$ cat config.mk
export PLATFORM = sky130hd
export DESIGN_NAME = instr_fetch_unit
export DESIGN_NICKNAME = d
export VERILOG_FILES = /design/src/rtl/cpu_fetch_pkg.sv /design/src/rtl/fetch_fifo.sv /design/src/rtl/instr_fetch_unit.sv
export SDC_FILE = /design/constraint.sdc
export NUM_CORES = 1
export LEC_CHECK = 0
export ABC_AREA = 1
export BUFFER_PORTS_ARGS = -buffer_cell sky130_fd_sc_hd__buf_2
export CAP_MARGIN = 30
export CORE_MARGIN = 8
export CORE_UTILIZATION = 50
export DETAILED_ROUTE_END_ITERATION = 10
export PLACE_DENSITY = 0.74
export SLEW_MARGIN = 40
export SYNTH_ARGS = -nofsm -noshare
export SYNTH_HDL_FRONTEND = slang
export SYNTH_SLANG_ARGS = --single-unit
$ cat constraint.sdc
create_clock -name clk -period 4.34 [get_ports clk]
set_input_delay 0.868 -clock clk [delete_from_list [all_inputs] [get_ports clk]]
set_output_delay 0.868 -clock clk [all_outputs]
set_load 0.03 [all_outputs]
$ cat src/rtl/cpu_fetch_pkg.sv
// Shared types and constants for the instruction fetch front end.
package cpu_fetch_pkg;

    localparam int          INSTR_W          = 32;
    localparam logic [31:0] DEFAULT_RESET_PC = 32'd0;
    localparam logic [31:0] PC_INC           = 32'd4;

    // RUN: normal fetching. DRAIN: the cycle after a redirect, where a
    // response belonging to the old instruction stream may still arrive.
    typedef enum logic {
        ST_RUN   = 1'b0,
        ST_DRAIN = 1'b1
    } fetch_state_e;

    // One buffered instruction together with the address it came from.
    typedef struct packed {
        logic [31:0]        pc;
        logic [INSTR_W-1:0] instr;
    } fetch_entry_t;

endpackage

$ cat src/rtl/fetch_fifo.sv
// In-order buffer of fetched {pc, instr} entries with a single-cycle flush.
// The caller must not push when full unless it pops in the same cycle.
module fetch_fifo
    import cpu_fetch_pkg::*;
#(
    parameter int DEPTH = 2
) (
    input  logic                           clk,
    input  logic                           rst_n,
    input  logic                           flush_i,
    input  logic                           push_i,
    input  fetch_entry_t                   push_data_i,
    input  logic                           pop_i,
    output fetch_entry_t                   head_o,
    output logic                           full_o,
    output logic                           empty_o,
    output logic [$clog2(DEPTH+1)-1:0]     count_o
);

    localparam int PTR_W = (DEPTH > 1) ? $clog2(DEPTH) : 1;
    localparam int CNT_W = $clog2(DEPTH + 1);

    fetch_entry_t     mem_q [DEPTH];
    logic [PTR_W-1:0] rd_ptr_q, rd_ptr_d;
    logic [PTR_W-1:0] wr_ptr_q, wr_ptr_d;
    logic [CNT_W-1:0] count_q, count_d;
    logic             do_pop;

    // Pointers wrap at DEPTH so non-power-of-two depths work.
    function automatic logic [PTR_W-1:0] ptr_inc(input logic [PTR_W-1:0] p);
        return (p == PTR_W'(DEPTH - 1)) ? '0 : p + PTR_W'(1);
    endfunction

    assign do_pop  = pop_i && !empty_o;
    assign empty_o = (count_q == '0);
    assign full_o  = (count_q == CNT_W'(DEPTH));
    assign count_o = count_q;
    assign head_o  = mem_q[rd_ptr_q];

    // Next pointers and occupancy; flush wins over any push or pop.
    always_comb begin
        // NOTE: every output of this block gets a default first, so no path leaves it unassigned and no latch is inferred.
        rd_ptr_d = rd_ptr_q;
        wr_ptr_d = wr_ptr_q;
        count_d  = count_q;
        if (flush_i) begin
            rd_ptr_d = '0;
            wr_ptr_d = '0;
            count_d  = '0;
        end else begin
            if (push_i) wr_ptr_d = ptr_inc(wr_ptr_q);
            if (do_pop) rd_ptr_d = ptr_inc(rd_ptr_q);
            case ({push_i, do_pop})
                2'b10:   count_d = count_q + CNT_W'(1);
                2'b01:   count_d = count_q - CNT_W'(1);
                default: count_d = count_q;
            endcase
        end
    end

    // Pointer and occupancy registers.
    always_ff @(posedge clk or negedge rst_n) begin
        if (!rst_n) begin
            // NOTE: sequential state is written with <= so every register samples pre-edge values.
            rd_ptr_q <= '0;
            wr_ptr_q <= '0;
            count_q  <= '0;
        end else begin
            rd_ptr_q <= rd_ptr_d;
            wr_ptr_q <= wr_ptr_d;
            count_q  <= count_d;
        end
    end

    // Entry storage.
    // NOTE: the storage array has no reset; occupancy is reset and the output mux hides stale words.
    always_ff @(posedge clk) begin
        if (push_i && !flush_i) begin
            mem_q[wr_ptr_q] <= push_data_i;
        end
    end

endmodule

$ cat src/rtl/instr_fetch_unit.sv
// Instruction fetch unit: issues sequential word fetches, buffers the
// returning instructions in order, and restarts the stream on redirect.
module instr_fetch_unit
    import cpu_fetch_pkg::*;
#(
    parameter logic [31:0] RESET_PC = DEFAULT_RESET_PC,
    parameter int          DEPTH    = 2
) (
    input  logic               clk,
    input  logic               rst_n,
    output logic               imem_req,
    output logic [31:0]        imem_addr,
    input  logic [INSTR_W-1:0] imem_rdata,
    input  logic               redirect,
    input  logic [31:0]        redirect_pc,
    output logic               out_valid,
    input  logic               out_ready,
    output logic [INSTR_W-1:0] out_instr,
    output logic [31:0]        out_pc,
    output logic [31:0]        out_pc4
);

    localparam int          CNT_W       = $clog2(DEPTH + 1);
    localparam logic [31:0] RESET_PC_AL = RESET_PC & 32'hFFFF_FFFC;

    fetch_state_e     state_q, state_d;
    logic [31:0]      pc_q, pc_d;
    logic [31:0]      req_pc_q, req_pc_d;
    logic             inflight_q, inflight_d;
    logic             req_epoch_q, req_epoch_d;
    logic             epoch_q, epoch_d;
    logic             issue;

    logic [CNT_W-1:0] fifo_count;
    logic             fifo_empty;
    logic             fifo_full;
    fetch_entry_t     fifo_head;
    fetch_entry_t     push_data;
    logic             pop;
    logic             resp_accept;
    logic             push;
    logic [CNT_W:0]   slots_used;
    logic             unused_rpc_bits;

    // Target addresses are word aligned; the low bits are ignored.
    assign unused_rpc_bits = ^redirect_pc[1:0];

    assign pop = !fifo_empty && out_ready;

    // A pop this cycle frees a slot, which keeps a full-rate stream at DEPTH=2.
    assign slots_used = {1'b0, fifo_count}
                      + (CNT_W+1)'(inflight_q)
                      - (CNT_W+1)'(pop);

    // Only responses from the current epoch are written, never during DRAIN.
    assign resp_accept = inflight_q && (req_epoch_q == epoch_q) && (state_q == ST_RUN);
    assign push        = resp_accept && (!fifo_full || pop);
    assign push_data   = '{pc: req_pc_q, instr: imem_rdata};

    // Fetch FSM, fetch PC and request issue.
    always_comb begin
        state_d     = state_q;
        pc_d        = pc_q;
        epoch_d     = epoch_q;
        issue       = 1'b0;

        case (state_q)
            ST_RUN:   state_d = redirect ? ST_DRAIN : ST_RUN;
            ST_DRAIN: state_d = ST_RUN;
            default:  state_d = ST_RUN;
        endcase

        if (redirect) begin
            pc_d    = {redirect_pc[31:2], 2'b00};
            epoch_d = ~epoch_q;
        end else if (rst_n && (slots_used < (CNT_W+1)'(DEPTH))) begin
            issue = 1'b1;
            pc_d  = pc_q + PC_INC;
        end

        inflight_d  = issue;
        req_pc_d    = issue ? pc_q : req_pc_q;
        req_epoch_d = epoch_q;
    end

    // Fetch state registers.
    always_ff @(posedge clk or negedge rst_n) begin
        if (!rst_n) begin
            state_q     <= ST_RUN;
            pc_q        <= RESET_PC_AL;
            req_pc_q    <= '0;
            inflight_q  <= 1'b0;
            req_epoch_q <= 1'b0;
            epoch_q     <= 1'b0;
        end else begin
            state_q     <= state_d;
            pc_q        <= pc_d;
            req_pc_q    <= req_pc_d;
            inflight_q  <= inflight_d;
            req_epoch_q <= req_epoch_d;
            epoch_q     <= epoch_d;
        end
    end

    assign imem_req  = issue;
    assign imem_addr = pc_q;

    fetch_fifo #(
        .DEPTH (DEPTH)
    ) u_fifo (
        .clk         (clk),
        .rst_n       (rst_n),
        .flush_i     (redirect),
        .push_i      (push),
        .push_data_i (push_data),
        .pop_i       (pop),
        .head_o      (fifo_head),
        .full_o      (fifo_full),
        .empty_o     (fifo_empty),
        .count_o     (fifo_count)
    );

    // Head presentation; outputs read zero whenever nothing is buffered.
    assign out_valid = !fifo_empty;
    assign out_instr = fifo_empty ? '0 : fifo_head.instr;
    assign out_pc    = fifo_empty ? '0 : fifo_head.pc;
    assign out_pc4   = fifo_empty ? '0 : fifo_head.pc + PC_INC;

endmodule

Word level (Yosys, flattened, before mapping)
Memory sizes are Yosys's and may differ from the RTL's.
Cells that the tools add are included.
{"block": "word_totals", "mem_bits_rw": 128, "memories": 1, "register_bits": 72, "input_bits": 68}
{"block": "classes", "reduce_logical": 16, "bitwise_logic": 2, "add_sub_neg": 8, "mux": 19, "eq_ne": 4, "n_lt_le_gt_ge": 1}
{"name": "u_fifo.mem_q", "words": 2, "width": 64, "read_ports": 1, "rd_clocked_by_memory_dff": 0, "write_ports": 1, "line_no": "fetch_fifo.sv:23", "source": "fetch_entry_t mem_q [DEPTH];"}
{"cell": "$mux 32", "count": 5}
{"cell": "$add 32x3->32 const B", "count": 2}
{"cell": "$mux 1", "count": 11}
{"cell": "$logic_and 1x1->1", "count": 7}
{"cell": "$reduce_bool 2->1", "count": 3}
{"cell": "$eq 2x2->1 const B", "count": 2}
{"cell": "$pmux 2 s2", "count": 1}
{"cell": "$add 2x1->3", "count": 1}
{"cell": "$logic_not 1->1", "count": 3}
{"cell": "$lt 3x2->1 const B", "count": 1}
{"cell": "$reduce_bool 3->1", "count": 1}
{"cell": "$sub 3x1->3", "count": 1}
{"cell": "$add 1x1->1 const B", "count": 2}
{"cell": "$add 2x1->2 const B", "count": 1}
{"cell": "$eq 2x1->1 const B", "count": 1}
{"cell": "$logic_not 2->1", "count": 1}
{"cell": "$mux 2", "count": 1}
{"cell": "$not 1->1", "count": 2}
{"cell": "$pmux 1 s2", "count": 1}
{"cell": "$sub 2x1->2 const B", "count": 1}
{"cell": "$eq 1x1->1", "count": 1}
{"cell": "$logic_or 1x1->1", "count": 1}

Longest topological paths before layout
Gate-level depths: netlist of the first run.
{"block": "depth", "word_depth": 8, "depth_mapped": 15, "mapped_depth_nobuf": 14}

By module
From an unflattened synthesis of the first run, not the netlist that was laid out.
{"block": "hier_totals", "hier_cells": 1171, "area_unflattened_um2": 9793.1}
{"mod": "instr_fetch_unit", "area_per_inst_um2": 4919.7, "n_inst": 1, "seq_area_each_um2": 1601.5, "cells_each": 803}
{"mod": "fetch_fifo", "area_per_inst_um2": 4873.4, "n_inst": 1, "seq_area_each_um2": 3943.8, "cells_each": 368}

Least setup slack after synthesis of the first run
No wires, ideal clock.
{"block": "synth_path", "path_kind": "input to register", "from": "input port out_ready", "to": "memory u_fifo.mem_q[0][0] in the netlist's numbering (enable)", "stages": 5, "slack_ps": 47, "arrival_ps": 3811, "cell_sequence": "nor2_1 > nand3b_1 > inv_1 > nand2_1 > nor2_1"}
{"block": "synth_via", "elab_chain_len": 6}
{"item": "start, declared", "line_no": "instr_fetch_unit.sv:17", "source": "input logic out_ready,"}
{"item": "$logic_and 1x1->1", "line_no": "instr_fetch_unit.sv:48", "source": "assign pop = !fifo_empty && out_ready;"}
{"item": "$logic_or 1x1->1", "line_no": "instr_fetch_unit.sv:57", "source": "assign push = resp_accept && (!fifo_full || pop);"}
{"item": "$logic_and 1x1->1", "line_no": "instr_fetch_unit.sv:57"}
{"item": "$logic_and 1x1->1", "line_no": "fetch_fifo.sv:78", "source": "if (push_i && !flush_i) begin"}
{"item": "$mux 1", "line_no": "fetch_fifo.sv:78"}
{"item": "$mux 1 (not written as such)", "line_no": "fetch_fifo.sv:79", "source": "mem_q[wr_ptr_q] <= push_data_i;"}
{"item": "end, declared", "line_no": "fetch_fifo.sv:23"}
Every way passes these cells.

Worst setup path after layout of the first run
{"block": "layout_path", "from": "register u_fifo.count_q[1] (netlist: u_fifo.count_o[1])", "to": "output port imem_req"}
{"block": "layout_via", "elab_chain_len": 8, "elab_cells_between_ends": 9, "cone_classes": "add/sub (2); order compare (1); mux (2); reduce/logical (4)"}
{"item": "start, declared", "line_no": "fetch_fifo.sv:26", "source": "logic [CNT_W-1:0] count_q, count_d;"}
{"item": "start signal, assigned", "line_no": "fetch_fifo.sv:71", "source": "count_q <= count_d;"}
{"item": "parallel branches: the longest is 3 deep, another holds $add 2x1->3"}
{"item": "$sub 3x1->3 *", "line_no": "instr_fetch_unit.sv:53", "source": "- (CNT_W+1)'(pop);"}
{"item": "$lt 3x2->1 *", "line_no": "instr_fetch_unit.sv:76", "source": "end else if (rst_n && (slots_used < (CNT_W+1)'(DEPTH))) begin"}
{"item": "$logic_and 1x1->1 *", "line_no": "instr_fetch_unit.sv:76"}
{"item": "$mux 1 *", "line_no": "instr_fetch_unit.sv:76"}
{"item": "$mux 1 *", "line_no": "instr_fetch_unit.sv:73", "source": "if (redirect) begin"}
{"item": "end, declared", "line_no": "instr_fetch_unit.sv:11", "source": "output logic imem_req,"}
Mark *: on every way between the ends.

==> results_dict.tcl, run 1 <==
set metrics [dict create \
    status "completed" \
    critPathKind "register to output port" \
    syn2layout_area_growth_pct 17.9 \
    die_area_sq_um 23600 \
    cts_resized 0 \
    crit_path_start_kind "register" \
    wl_per_cell_um 15.3 \
    ys_seq_area_share_pct 57.2 \
    routed_wl_um 23300 \
    sw_frac_of_total_pct 44.3 \
    relSlewSlack_pct 48.9 \
    detailedPlace.worstSlack_ns 0.673 \
    hold_buffers 0 \
    power_density_nw_per_um2 610 \
    dr.pass1.iters 5 \
    tns_ns 0 \
    cts_sinks 192 \
    num_vias 7797 \
    vdd_drop_max_mv 0.369 \
    place_hpwl_um 16800 \
    p_leak_nw 5.13 \
    viasPerCell 5.13 \
    first_global_vias 7576 \
    ys_types 38 \
    rsz0062_at_grt "no" \
    fin_cells 1520 \
    path_cells "inv_1 > nand2_1 > buf_4 > nand2_1 > inv_1 > ha_1 > or2_2 > fa_1 > nand2_1 > a21oi_1 > nand3_2 > inv_2 > buf_2" \
    worst-endpoint-arrival_ns 3.10 \
    critPathMaxFanout 13 \
    htree_levels 4 \
    synthesis.area_sq_um 9480 \
    power_frac_seq_pct 38.5 \
    path_common_cell "nand2_1" \
    syn_avg_cell_area_sq_um 8.68 \
    maxSlewViolCount 0 \
    gp_congestion 0.926 \
    dieHeight_um 154 \
    p_clk_share_pct 21.3 \
    final_nets 1345 \
    drc 0 \
    multi_input_area_sq_um 3460 \
    combPwrFrac_pct 40.3 \
    drt_iter0_drc 555 \
    insertion_delay_ns 0.43 \
    portBuffers 189 \
    switchingPower_mw 3.02 \
    grt_pass1_wl_um 37400 \
    critPathTopFamily "adder cells" \
    placedCellCount 1487 \
    end_kind "output port" \
    diodes 0 \
    totalPowerFinal_mw 6.81 \
    num_io_pins 198 \
    period_share_pct 91.3 \
    register_area_sq_um 5430 \
    cp.buffers_inverters 5 \
    ys.warnings.count 0 \
    root_buffer "clkbuf_16" \
    postCtsSetupRepairBufs 0 \
    ys_ff_latch 192 \
    core_area_sq_um 18600 \
    path_clk_slew_ns 0.07 \
    cts_tree "built" \
    cp.required_ns 3.47 \
    grt_overflow 0 \
    tightest_slew_ns 0.765 \
    slowest_delay_ns 0.49 \
    numCtsBuffers 17 \
    cap_violations 0 \
    syn_inst 1092 \
    start_util_pct 50.8 \
    antenna_left 0 \
    fillers 1634 \
    fmax_mhz 252 \
    globalRouteTotalUtil_pct 19.5 \
    fp.dieW_um 154 \
    grt_max_degree 69 \
    hold_class "register to register" \
    clockBufferDepth 2 \
    hold_viol 0 \
    crit_path_top_delay_cell "fa_1" \
    setup_viol 0 \
    finalCriticalPeriod_ns 3.96 \
    antenna_found_initial 0 \
    worst_slack_ns 0.376 \
    drive_gt1_share_pct 22.4 \
    rows 50 \
    intPower_mw 3.80 \
    finClkSkew_ns 0.00929 \
]
## Yosys cell counts (all sizes together)
master,n,area [sq um]
o2111ai,2,17.5
edfxtp,124,3720
clkbuf,19,71.3
inv,99,372
nand3b,8,60.1
o221ai,2,17.5
o21ai,53,277
xor2,8,70.1
dfrtp,68,1700
buf,26,186
xnor2,5,43.8
nor2,142,593
or2,3,18.8
a31oi,1,6.26
conb,1,3.75
a21oi,48,240
nand4,19,119
o22ai,1,6.26
nand2,390,1520
fa,1,20.0
nand3,51,260
o211ai,7,52.6
ha,3,37.5
nor3,11,60.1
## power groups by stage
stage / combinational (mW) / sequential (mW) / clock [mW]
after floorplan: 1.83 / 2.74 / 0
after global placement: 2.71 / 2.63 / 0
after detailed placement: 2.75 / 2.65 / 0
after CTS: 2.76 / 2.61 / 1.47
after global routing: 3.02 / 2.66 / 1.55
final: 2.74 / 2.62 / 1.45
## worst paths after layout
path | start | to | slack, ns | cells after the start
setup reg to reg | u_fifo.count_o[1] | imem_addr[26] | 0.98 | 14
min in group asynchronous | rst_n | imem_addr[26] | 0.61 | 2
setup / recovery | u_fifo.count_o[1] | imem_req | 0.38 | 13
max in group asynchronous | rst_n | u_fifo.rd_ptr_q | 3.24 | 2
hold reg to reg | state_q | state_q | 0.44 | 1
hold / removal | state_q | state_q | 0.44 | 1
## routing by layer
metal,vias up,share of wire [%],track usage [%]
met5,-,0,0
met4,0,2.1,6.72
met3,34,6.8,4.99
met2,269,45,30.3
met1,3592,46,26.3
li1,3902,-,-
## area by class of cell
class,count,share of cell area [%]
multi-input cells,761,31.0
repair buffers,202,9.55
clock inverters,15,1.14
flip-flops and latches,192,48.6
inverters,99,3.33
well taps,234,2.62
clock buffers,17,3.81
## stage by stage
stage	utilization (%)	cell area [sq um]	hold slack [ns]
final	59.9	11200	0.442
after global routing	59.9	11200	0.468
after CTS	59.8	11100	0.439
after detailed placement	56.8	10600	0.422
after global placement	56.8	10600	0.420
after floorplan	-	9500	0.404
## state kept, by name, indices dropped and copies added, names as in the netlist
register and count:
u_fifo.mem_q 124, imem_addr 30, req_pc_q 30, u_fifo.count_o 2, epoch_q 1, inflight_q 1, req_epoch_q 1, state_q 1
u_fifo.rd_ptr_q 1, u_fifo.wr_ptr_q 1
## cells by family after synthesis
group / share of synthesized area, %
AOI/OAI and AO/OA: 6.51
xor gates and xnor gates: 1.20
adders and majority gates: 0.607
buffers and inverters: 6.64
DFF: 57.2
other: 0.0396
and+or+nand+nor: 27.8
## cell usage in the layout, fill, tap and decap left out, types with 3 or more instances in the layout
cell type,netlist,routed
clkinvlp_4,0,4
nand4_1,19,19
ha_1,3,3
inv_2,4,4
nor3_1,10,10
inv_6,0,5
inv_1,95,95
nand2_2,20,20
o21ai_0,50,50
buf_2,10,189
nor2_2,18,18
conb_1,1,6
o211ai_1,7,7
edfxtp_1,124,124
clkbuf_16,0,17
nor2_4,2,4
xor2_1,8,8
dfrtp_1,68,67
nand3b_1,8,8
xnor2_1,5,5
buf_4,8,11
nand2_1,369,369
nand3_1,50,49
nor2_1,122,120
clkinv_4,0,3
a21oi_1,48,48
Power figures use the tool's default switching activity.
==> run 2, diff against run 1 <==
Clock period 4.34 ns to 4.3 ns, I/O delays scaled along.
==> run 2 against run 1 <==
Compared with the run above:
- non-clock buffer count shrank 1
- die area is the same
- sequential power is essentially flat
- first-iteration DRC count grew 5.8%
- hold slack lost 0.010 ns
- flip-flop and latch count is the same
- wire length grew 0.77%
- combinational power is essentially flat
- highest routed layer unchanged
- via count grew 0.35%
==> results_dict.tcl, run 2 (synthesis results as in run 1) <==
set metrics [dict create \
    critPathMaxFanout 65 \
    grtUsageMet3_pct 5.47 \
    vdd_drop_max_mv 0.386 \
    cp.required_ns 3.44 \
    num_io_pins 198 \
    power_frac_seq_pct 37.9 \
    start_util_pct 50.8 \
    insertion_delay_ns 0.43 \
    clockBufferDepth 2 \
    grt.busiest_layer "met2" \
    drive_gt1_share_pct 22.3 \
    cp.buffers_inverters 3 \
    fmax_mhz 260 \
    setup_viol 0 \
    final_nets 1344 \
    fp.dieW_um 154 \
    drc 0 \
    tightest_slew_ns 0.765 \
    dieHeight_um 154 \
    drt_iter0_drc 587 \
    switchingPower_mw 3.06 \
    slowest_delay_ns 0.56 \
    met2_usage_pct 30.7 \
    regMostFlops "u_fifo.mem_q" \
    layout_commonest_cell "nand2_1" \
    finClkSkew_ns 0.0104 \
    critPathTopFamily "simple AND/OR/NAND/NOR gates" \
    dr.pass1.iters 5 \
    status "completed" \
    hold_viol 0 \
    rows 50 \
    num_vias 7824 \
    root_buffer "clkbuf_16" \
    grt_pass1_wl_um 38000 \
    diodes 0 \
    htree_levels 4 \
    cts_sinks 192 \
    sw_frac_of_total_pct 44.0 \
    place_hpwl_um 16800 \
    grt_overflow 0 \
    p_clk_share_pct 22.3 \
    globalRouteTotalUtil_pct 19.8 \
    path_cells "buf_4 > nand2_1 > nand2_2 > ha_1 > nand2_1 > nor2_4 > inv_1 > nor2_1 > nand2_1 > nand2_1 > nand2_1 > nor2_1 > buf_2" \
    relSlewSlack_pct 48.9 \
    totalPowerFinal_mw 6.96 \
    grt_max_degree 69 \
    postCtsSetupRepairBufs 0 \
    portBuffers 189 \
    cap_violations 0 \
    combPwrFrac_pct 39.8 \
    cts_resized 0 \
    maxSlewViolCount 0 \
    largest_reg_flops 124 \
    met1_usage_pct 26.7 \
    antenna_left 0 \
    core_area_sq_um 18600 \
    power_density_nw_per_um2 622 \
    timing.hold.ws_ns 0.432 \
    rsz0062_at_grt "no" \
    end_kind "output port" \
    routed_wl_um 23500 \
    finalCriticalPeriod_ns 3.84 \
    gp_congestion 0.921 \
    cts_tree "built" \
    worst-endpoint-arrival_ns 2.98 \
    layout_common_cells "369 x nand2_1, 189 x buf_2, 124 x edfxtp_1" \
    intPower_mw 3.90 \
    syn2layout_area_growth_pct 18.0 \
    numCtsBuffers 17 \
    hold_class "register to register" \
    first_global_vias 7555 \
    antenna_found_initial 0 \
    critPathKind "register to output port" \
    hold_buffers 0 \
    tns_ns 0 \
    crit_path_top_delay_cell "buf_4" \
    path_clk_slew_ns 0.07 \
    p_leak_nw 5.14 \
    viasPerCell 5.15 \
    period_share_pct 89.3 \
    die_area_sq_um 23600 \
    fillers 1663 \
    wl_per_cell_um 15.5 \
    crit_path_start_kind "register" \
    path_common_cell "nand2_1" \
]
[run 2: cell types whose count changed in the layout (fill, tap and decap cells not counted), sizes merged]
cell	change
clkinvlp	-3
inv	+2
buf	-1
bufinv	+1
[run 2: routing by layer]
layer / share of wire, % / wire, um
met1: 46 / 10800
met2: 44 / 10400
met3: 7.5 / 1760
met4: 1.9 / 456
met5: 0 / 0
[run 2: worst reg2reg max path: stages, from the launching register on]
cell and delay, ns:
dfrtp_1 0.43, inv_1 0.13, nand2_1 0.09, nand2_1 0.13, inv_1 0.07, ha_1 0.26
or2_2 0.30, fa_1 0.38, or2_2 0.32, nand3_2 0.09, buf_4 0.47, nor2_1 0.20
nand4_1 0.13, nand3b_1 0.08
[run 2: final cells by class]
cell class                 count  area [sq um]  share of cell area (%)
multi-input combinational    761          3460                    31.0
clock inverter                15           164                    1.47
timing repair buffer         201          1040                    9.33
inverter                      99           372                    3.32
clock buffer                  17           425                    3.80
tap                          234           293                    2.62
sequential                   192          5430                    48.5
[run 2: metrics by stage]
step	std cells	cell area, sq um	setup slack (ns)	utilization (%)
floorplan	1097	9500	0.0148	-
CTS	1519	11200	0.384	60.0
global placement	1487	10600	0.654	56.8
finish	1519	11200	0.458	60.0
detailed placement	1487	10600	0.604	56.8
global route	1519	11200	0.151	60.0
[run 2: power groups by stage]
stage,Combinational (mW),Sequential (mW),Clock [mW]
after floorplan,1.84,2.77,0
after global placement,2.73,2.65,0
after detailed placement,2.78,2.67,0
after CTS,2.79,2.64,1.58
after global routing,3.04,2.68,1.67
final,2.77,2.64,1.55
[run 2: final timing paths]
kind                            slack, ns              end  cells past startpoint               from
worst min register to register       0.43          state_q                      1            state_q
min in group asynchronous            0.59    imem_addr[20]                      2              rst_n
worst max register to register       1.11    imem_addr[26]                     13  u_fifo.count_o[1]
worst max-delay path                 0.46      out_pc4[30]                     13    u_fifo.rd_ptr_q
max in group asynchronous            3.20  u_fifo.rd_ptr_q                      2              rst_n
worst min-delay path                 0.43          state_q                      1            state_q
==> run 3, diff against run 2 <==
--- a/config.mk
+++ b/config.mk
@@ -14,2 +14,3 @@
 export PLACE_DENSITY = 0.74
+export RECOVER_POWER = 50
 export SLEW_MARGIN = 40
--- a/constraint.sdc
+++ b/constraint.sdc
@@ -3,2 +3,2 @@
 set_output_delay 0.86 -clock clk [all_outputs]
-set_load 0.03 [all_outputs]
+set_load 0.02 [all_outputs]
==> run 3 against run 2 <==
Compared with the run above:
- critical endpoint is now imem_req
- combinational power down 12%
- die area is the same
- total power is 4.8% lower
- critical path depth stayed put
- via count is 0.69% lower
- flip-flop and latch count unchanged
==> results_dict.tcl, run 3 (synthesis results as in run 1) <==
set metrics [dict create \
    path_clk_slew_ns 0.07 \
    hold_class "register to register" \
    core_area_sq_um 18600 \
    first_global_vias 7526 \
    met1_usage_pct 26.7 \
    worst-endpoint-arrival_ns 3.09 \
    root_buffer "clkbuf_16" \
    relSlewSlack_pct 8.64 \
    largest_reg_flops 124 \
    rrSetupSlack_ns 0.91 \
    cp.buffers_inverters 5 \
    antenna_left 0 \
    die_area_sq_um 23600 \
    setup_viol 0 \
    viasPerCell 5.12 \
    met2_usage_pct 30.5 \
    placed_cell_area_sq_um 10600 \
    cts_tree "built" \
    vdd_drop_max_mv 0.337 \
    grt.busiest_layer "met2" \
    insertion_delay_ns 0.43 \
    num_io_pins 198 \
    dieHeight_um 154 \
    placedCellCount 1487 \
    grtUsageMet3_pct 4.88 \
    grt_max_degree 69 \
    path_cells "inv_1 > nand2_1 > buf_4 > nand2_1 > inv_1 > ha_1 > or2_2 > fa_1 > nand2_1 > a21oi_1 > nand3_2 > inv_2 > buf_2" \
    final_nets 1344 \
    postLayoutCellArea_sq_um 11100 \
    diodes 0 \
    end_kind "output port" \
    crit_path_start_kind "register" \
    clockBufferDepth 2 \
    crit-reg2reg-launch "u_fifo.count_o[1]" \
    finClkSkew_ns 0.0138 \
    cap_violations 0 \
    drive_gt1_share_pct 19.5 \
    rsz0062_at_grt "no" \
    antenna_found_initial 0 \
    maxSlewViolCount 0 \
    syn2layout_area_growth_pct 17.4 \
    layout_common_cells "369 x nand2_1, 154 x buf_2, 124 x edfxtp_1" \
    hold_end "state_q" \
    htree_levels 4 \
    holdPathStages 1 \
    portBuffers 189 \
    routed_wl_um 23200 \
    critPathMaxFanout 13 \
    postCtsSetupRepairBufs 0 \
    place_hpwl_um 16700 \
    globalRouteTotalUtil_pct 19.7 \
    power_density_nw_per_um2 596 \
    period_share_pct 91.9 \
    layout_commonest_cell "nand2_1" \
    drt_iter0_drc 551 \
    grt_pass1_wl_um 37500 \
    dr.pass1.iters 5 \
    tightest_slew_ns 1.37 \
    hold_buffers 0 \
    fin_cells 1519 \
    crit_path_start "u_fifo.count_o[1]" \
    gp_congestion 0.920 \
    cts_resized 0 \
    wl_per_cell_um 15.3 \
    regMostFlops "u_fifo.mem_q" \
    fmax_mhz 253 \
    p_leak_nw 5.03 \
    drc 0 \
    grt_overflow 0 \
    cp.required_ns 3.44 \
    rows 50 \
    tns_ns 0 \
    hold_viol 0 \
    numCtsBuffers 17 \
    start_util_pct 50.8 \
    fp.dieW_um 154 \
    cts_sinks 192 \
    slowest_delay_ns 0.50 \
    finalCriticalPeriod_ns 3.95 \
    crit_path_top_delay_cell "fa_1" \
    critPathTopFamily "adder cells" \
    reg2regPathDepth 14 \
    num_vias 7770 \
    status "completed" \
    path_common_cell "nand2_1" \
    worstReg2RegEnd "imem_addr[26]" \
    critPathKind "register to output port" \
    hold_path.startpoint "state_q" \
]
[run 3: how the worst max path moves through the flow]
stage | end | slack (ns) | depth (start not counted)
2_1_floorplan | u_fifo.mem_q[0][0] | 0.01 | 5
3_3_place_gp | imem_req | 0.68 | 11
3_5_place_dp | imem_req | 0.67 | 11
4_1_cts | imem_req | 0.33 | 13
5_1_grt | imem_req | 0.17 | 13
6_report | imem_req | 0.35 | 13
[run 3: per-layer routing]
metal  vias to the layer above  share of wire [%]
li1                       3894                  -
met4                         0                1.8
met2                       303                 45
met3                        26                7.2
met5                         -                  0
met1                      3547                 46
[run 3: stage by stage]
| step | power [mW] | setup WS (ns) | util, % | hold slack, ns |
|---|---|---|---|---|
| 6_report | 6.63 | 0.349 | 59.7 | 0.448 |
| 4_1_cts | 6.69 | 0.330 | 59.9 | 0.437 |
| 3_3_place_gp | 5.10 | 0.675 | 56.8 | 0.419 |
| 2_1_floorplan | 4.32 | 0.0148 | - | 0.404 |
| 3_5_place_dp | 5.15 | 0.673 | 56.8 | 0.427 |
| 5_1_grt | 7.04 | 0.172 | 59.7 | 0.462 |
[run 3: where the power goes]
group	internal, mW	total, mW	switching (mW)
Combinational	0.682	2.45	1.76
Sequential	2.36	2.64	0.286
Clock	0.781	1.54	0.757
Total	3.82	6.63	2.81
[run 3: layout make-up]
class,instances,area [sq um]
timing repair buffer,201,993
inverter,99,372
sequential,192,5430
fill,1671,7520
clock inverter,15,154
multi-input combinational,761,3460
tap,234,293
clock buffer,17,425
